==> config.mk <==
export PLATFORM = sky130hd
export DESIGN_NAME = bilbo_reg
export DESIGN_NICKNAME = d
export VERILOG_FILES = /design/src/rtl/bilbo_reg.sv
export SDC_FILE = /design/constraint.sdc
export NUM_CORES = 1
export LEC_CHECK = 0
export ABC_CLOCK_PERIOD_IN_PS = 2900
export BUFFER_PORTS_ARGS = -buffer_cell sky130_fd_sc_hd__buf_2
export CAP_MARGIN = 20
export CORE_ASPECT_RATIO = 0.9
export CORE_UTILIZATION = 30
export CTS_CLUSTER_DIAMETER = 30
export DETAILED_ROUTE_END_ITERATION = 7
export GPL_TIMING_DRIVEN = 0
export SLEW_MARGIN = 20
export SYNTH_ARGS = -nofsm -noshare
export SYNTH_HDL_FRONTEND = slang
export SYNTH_SLANG_ARGS = --single-unit
==> constraint.sdc <==
create_clock -name clk -period 2.9 [get_ports clk]
set_clock_uncertainty 0.15 [all_clocks]
set_input_delay 0 -clock clk [delete_from_list [all_inputs] [get_ports clk]]
set_output_delay 0 -clock clk [all_outputs]
set_load 0.05 [all_outputs]
==> src/rtl/bilbo_reg.sv <==
// BILBO register: NORMAL / SHIFT / MISR / SEED modes plus a self-timed MISR test session.
// Optional signature comparator is built only when BILBO_SIG_CMP_EN is defined.
module bilbo_reg #(
  parameter int unsigned          WIDTH = 8,
  parameter logic [WIDTH-1:0]     POLY  = 8'hB8,
  parameter logic [WIDTH-1:0]     SEED  = 8'h01,
  parameter int unsigned          CNT_W = 16
) (
  input  logic             clk,
  input  logic             rst,
  input  logic [1:0]       mode,
  input  logic [WIDTH-1:0] si,
  input  logic             scan_in,
  input  logic             start,
  input  logic             ack,
  input  logic [CNT_W-1:0] num_cycles,
  input  logic [WIDTH-1:0] golden,
  output logic [WIDTH-1:0] so,
  output logic             scan_out,
  output logic             busy,
  output logic             done,
  output logic             pass
);

  typedef enum logic [1:0] {
    IDLE = 2'd0,
    RUN  = 2'd1,
    DONE = 2'd2
  } state_t;

  typedef enum logic [1:0] {
    M_NORMAL = 2'b00,
    M_SHIFT  = 2'b01,
    M_MISR   = 2'b10,
    M_SEED   = 2'b11
  } mode_t;

  state_t           state, state_nx;
  logic [WIDTH-1:0] r, r_nx, misr_nx;
  logic [CNT_W-1:0] cnt, cnt_nx;
  logic             launch;

  // Galois step: shift left, fold POLY in when the MSB falls out, then absorb si.
  assign misr_nx = {r[WIDTH-2:0], 1'b0} ^ (r[WIDTH-1] ? POLY : '0) ^ si;

  // A session launches from IDLE on start, or from DONE on start without ack.
  assign launch = start && ((state == IDLE) || ((state == DONE) && !ack));

  always_ff @(posedge clk or negedge rst) begin
    if (!rst) state <= IDLE;
    else      state <= state_nx;
  end

  always_ff @(posedge clk or negedge rst) begin
    if (!rst) begin
      r   <= '0;
      cnt <= '0;
    end else begin
      r   <= r_nx;
      cnt <= cnt_nx;
    end
  end

  always_comb begin
    state_nx = state;
    case (state)
      IDLE:    if (launch) state_nx = (num_cycles != '0) ? RUN : DONE;
      RUN:     if (cnt == CNT_W'(1)) state_nx = DONE;
      DONE: begin
        if (ack)         state_nx = IDLE;
        else if (launch) state_nx = (num_cycles != '0) ? RUN : DONE;
      end
      default: state_nx = IDLE;
    endcase
  end

  always_comb begin
    r_nx   = r;
    cnt_nx = cnt;
    if (launch) begin
      r_nx   = SEED;
      cnt_nx = num_cycles;
    end else begin
      case (state)
        IDLE: begin
          case (mode_t'(mode))
            M_NORMAL: r_nx = si;
            M_SHIFT:  r_nx = {r[WIDTH-2:0], scan_in};
            M_MISR:   r_nx = misr_nx;
            M_SEED:   r_nx = SEED;
            default:  r_nx = r;
          endcase
        end
        RUN: begin
          r_nx = misr_nx;
          // Counter parks at 1 on the final step rather than reaching zero.
          if (cnt != CNT_W'(1)) cnt_nx = cnt - CNT_W'(1);
        end
        default: r_nx = r;
      endcase
    end
  end

  always_comb begin
    busy = (state == RUN);
    done = (state == DONE);
  end

  assign so       = r;
  assign scan_out = r[WIDTH-1];

`ifdef BILBO_SIG_CMP_EN
  assign pass = done && (r == golden);
`else
  logic unused_golden;
  assign unused_golden = ^golden;
  assign pass          = 1'b0;
`endif

endmodule

Word-level counts from Yosys, hierarchy flattened
Index checks and enable logic that the tools add are counted.
Widths: inputs -> output; s select.

operators by class
  bitwise operators = 2
  $add $sub $neg = 1
  mux-type cells = 12
  equal/unequal tests = 8
  reduce and logical (&&, ||, !) cells = 11

operators by type and width
  kind                   number
  $mux 16                3
  $pmux 8 s4             1
  $eq 16x1->1 const B    1
  $mux 8                 2
  $ne 16x1->1 const B    1
  $pmux 8 s2             1
  $reduce_bool 16->1     1
  $sub 16x1->16 const B  1
  $xor 8x8->8            2
  $mux 2                 4
  $eq 2x2->1 const B     3
  $pmux 2 s3             1
  $eq 2x1->1 const B     2
  $logic_not 2->1        2
  $reduce_bool 2->1      2
  $reduce_bool 3->1      1
  $logic_and 1x1->1      2
  $ne 2x1->1 const B     1
  $reduce_and 2->1       1
  $logic_not 1->1        1
  $logic_or 1x1->1       1

word-level totals
  input port bits = 39
  output and inout port bits = 12
  register bits = 26

Depth between registers and ports, before layout
  depth after elaboration = 7
  depth in mapped cells = 7

Least setup slack after synthesis
OpenSTA, ideal clock, no wires.

  path kind = reg-to-reg
  start point = register cnt[1]
  end point = register cnt[2]
  setup time = 0.126 ns
  path slack = 0.475 ns
  required time = 2.624 ns
  stages on the path, launching flop included = 8
  buffers on the path = 1
  data arrival time = 2.149 ns
  path through = dfrtp_1 inv_1 ha_1 or4b_1 or4_4 buf_6 a32o_1 a221o_1

between the ends
  word-level cells in the longest chain between the ends = 4
  elaborated cells on any way between the ends = 7
  those cells by class = add/sub (1); eq/ne (1); mux (3); reduce/logical (2)

RTL lines
  element                   RTL line  text
  start: declaration        40        logic [CNT_W-1:0] cnt, cnt_nx;
  start signal: assignment  60        cnt <= cnt_nx;
  $sub 16x1->16             97        if (cnt != CNT_W'(1)) cnt_nx = cnt - CNT_W'(1);
  $mux 16                   97
  $mux 16                   84        case (state)
  $mux 16                   80        if (launch) begin

Several ways; a longest one is shown, not always the timed one. The select of a mux whose other input is x is not followed.
A chain may end at the register's enable or synchronous reset.

Worst setup path in the final report
  start point = register cnt[1]
  end point = register cnt[5]

The elaborated chain is that of the path after synthesis.

==> out/metrics.csv <==
metric,value,unit
largest net degree at the start of global routing,27,
Critical path buffers and inverters,2,
share of layout cells above drive strength 1,0.189,
first-pass GRT wire length,9930,um
Post-synth ARST share,1.00,
largest cells by area after synthesis,"dfrtp_1 33%, o311ai_0 4.1%, xnor2_1 3.6%, nand2_1 3.5%, o211ai_1 3.1%",
Tightest Pin Transition,1050,ps
hold_buf cts,25,
largest family of logic cells by synthesized area,simple AND/OR/NAND/NOR gates,
final core utilization,0.414,
hold endpoint,so[5],
core region area,6180,sq um
run status,"finished, final reports clean",
Setup Viol. Count Final,0,
ANT nets after route,0,
worst vdd ir,0.389,mV
clk root buf,clkbuf_8,
fraction of the yosys area taken by sequential cells,0.334,
Final TNS setup,0,ps
Sink Count,26,
initial antenna violation count,0,
number of global-route vias before repair,2080,
post-synthesis net count,268,
complex-gate fraction of the synthesized area,0.242,
Die Y,78.4,um
Yosys top cell by area,dfrtp_1,
XOR/XNOR Fraction of Synth Area,0.0450,
RR Startpoint,cnt[1],
dpl hpwl,4360,um
RSZ-0062 raised after global routing,no,
final instance area,2560,sq um
Worst Hold Class,input port to flop,
post_cts resized,0,
Post-Synth Simple-Gate Area,0.292,
routed vias/inst,5.49,
Worst Setup Start Kind,flop,
Inserted Diodes,0,
Critical Path Sink Type,flop,
Fin. Hold Viols,0,
clock transition at the registers of the reported paths,100,ps
Die Area,6810,sq um
Syn. warnings,0,
cell family with most CP delay,simple AND/OR/NAND/NOR gates,
synthesis-to-finish area growth,31.6,%
CTS H-tree lvls,1,
final total power,2410,uW
CP max-delay cell,or4b_1,
crit path cell chain,"inv_1, ha_1, or4b_1, nor4_4, buf_2, nor3_1, a2111o_1",
initial core utilization,0.315,
Worst Path Max Fanout,10,
# rows,27,
Tot GR Track Use,0.188,
vias,2104,
die width,86.9,um
gpl congestion,0.870,
area share of fa/ha/maj cells after synthesis,0.0129,
"setup slack, reg-to-reg",250,ps
CTS buffer count,3,
post-synthesis mux area share,0.00579,
WL per Instance,15.9,um
Tcrit/Tclk final,0.913,
reg2reg path depth,7,
Post-Syn Area per Cell,8.57,sq um
critical path data arrival time,2670,ps
CTS tree,yes,
kind of critical path,flop to flop,
Max Buffers Root-to-Sink,2,
Syn Inst Count,227,
Pins Over Slew Limit,0,
# DRC,0,
I/O pin count,51,
reg-to-reg endpoint,cnt[5],
dpl cell area,2250,sq um
Main synth FF type,dfrtp_1,
Nets,338,
Min-Delay Path Depth,4,
maximum capacitance violations,0,
gr ovfl total,0,
Hold Path Origin,si[5],
port buffer count,40,
Post-Route WL,6090,um
Synth top area share,0.334,
peak per-stage delay on the critical path,520,ps
"commonest cells after routing, fill and taps aside","41 x buf_2, 26 x dfrtp_1, 25 x dlygate4sd3_1",
WP data required,2920,ps
Fmax achieved,378,MHz
Initial DRT Pass Iterations,4,
Post-Syn Area,1950,sq um
Yosys reg bits,26,
clock latency on the worst-skew pair,280,ps
post-synth cell types,56,
fin crit period,2650,ps
Pwr per Cell Area,942,nW/um^2
Initial DRC Count,181,
Max transition margin,0.293,
"EDFF count, synth",0,
setup bufs post-CTS,0,
"most common cell after layout, fill and taps aside",buf_2,
LEAKAGE,0.000985,uW
-- cells in the mapped netlist, types with 3 or more instances --
cell	number
clkbuf_1	12
nand2b_1	3
nand2_1	18
nor4_1	7
inv_1	10
nand4b_1	3
a21oi_1	6
a22oi_1	3
o211ai_1	8
nand4_1	4
nor2b_1	3
dfrtp_1	26
nand3_1	6
o32ai_1	3
xnor2_1	8
nor3_1	10
a211oi_1	3
o2111ai_1	3
nand3b_1	5
nor4b_1	3
nor3b_1	3
o21a_1	3
o311ai_0	9
o21ai_0	9
or4_1	6
nor2_1	14
-- worst max path at each step --
stage	end	from	cells after the start	slack (ps)
3_5_place_dp	cnt[5]	cnt[1]	7	320
6_report	cnt[5]	cnt[1]	7	250
5_1_grt	cnt[5]	cnt[1]	7	100
3_3_place_gp	cnt[5]	cnt[1]	7	330
4_1_cts	cnt[5]	cnt[1]	7	300
2_1_floorplan	cnt[2]	cnt[1]	7	480
-- layout make-up --
class                   instances  area, sq um
flip-flops and latches         26          651
multi-input cells             173         1170
inverters                      10         37.5
repair buffers                 65          450
clock buffers                   4         55.1
fillers                       624         3620
plain buffers                  18         91.3
well taps                      87          109
-- sequential cells by signal, summed over array words and instances (netlist names) --
register,count
cnt,16
state,2
so,8
-- layer usage --
layer | part of all wire | track usage | vias to the layer above
li1 | - | - | 1017
met3 | 0.053 | 0.0315 | 9
met2 | 0.46 | 0.305 | 55
met4 | 0.013 | 0.0550 | 0
met5 | 0 | 0 | -
met1 | 0.47 | 0.254 | 1023
-- stage by stage --
| step | std cells | hold WS, ps | setup slack, ps |
|---|---|---|---|
| 2_1_floorplan | 227 | -446 | 475 |
| 3_3_place_gp | 354 | -101 | 328 |
| 6_report | 383 | 5.48 | 251 |
| 3_5_place_dp | 354 | -90.9 | 315 |
| 5_1_grt | 383 | 29.7 | 99.4 |
| 4_1_cts | 383 | 2.10 | 296 |
-- report_power, final --
group	switching [uW]	leakage, uW	internal, uW
clock network	127	0.0000288	122
logic	905	0.000644	527
registers	193	0.000312	538
-- kinds of logic (layout without fill, tap and decap cells) --
| kind of cell | count (synthesis) | after routing |
|---|---|---|
| DFF | 26 | 26 |
| xor gates and xnor gates | 10 | 10 |
| buffers and inverters | 28 | 97 |
| AOI/OAI and AO/OA | 63 | 63 |
| other | 1 | 1 |
| and+or+nand+nor | 96 | 96 |
| adders and majority gates | 2 | 2 |
| muxes | 1 | 1 |
-- worst register-to-register path, delay by kind of cell, from the launching register on --
family / cells / cell delay [ps]
AO/OA/AOI/OAI: 1 / 310
buffers and inverters: 2 / 450
AND/OR/NAND/NOR: 3 / 1060
adder cells (fa/ha/maj): 1 / 170
flip-flops: 1 / 400
Power figures use the tool's default switching activity.
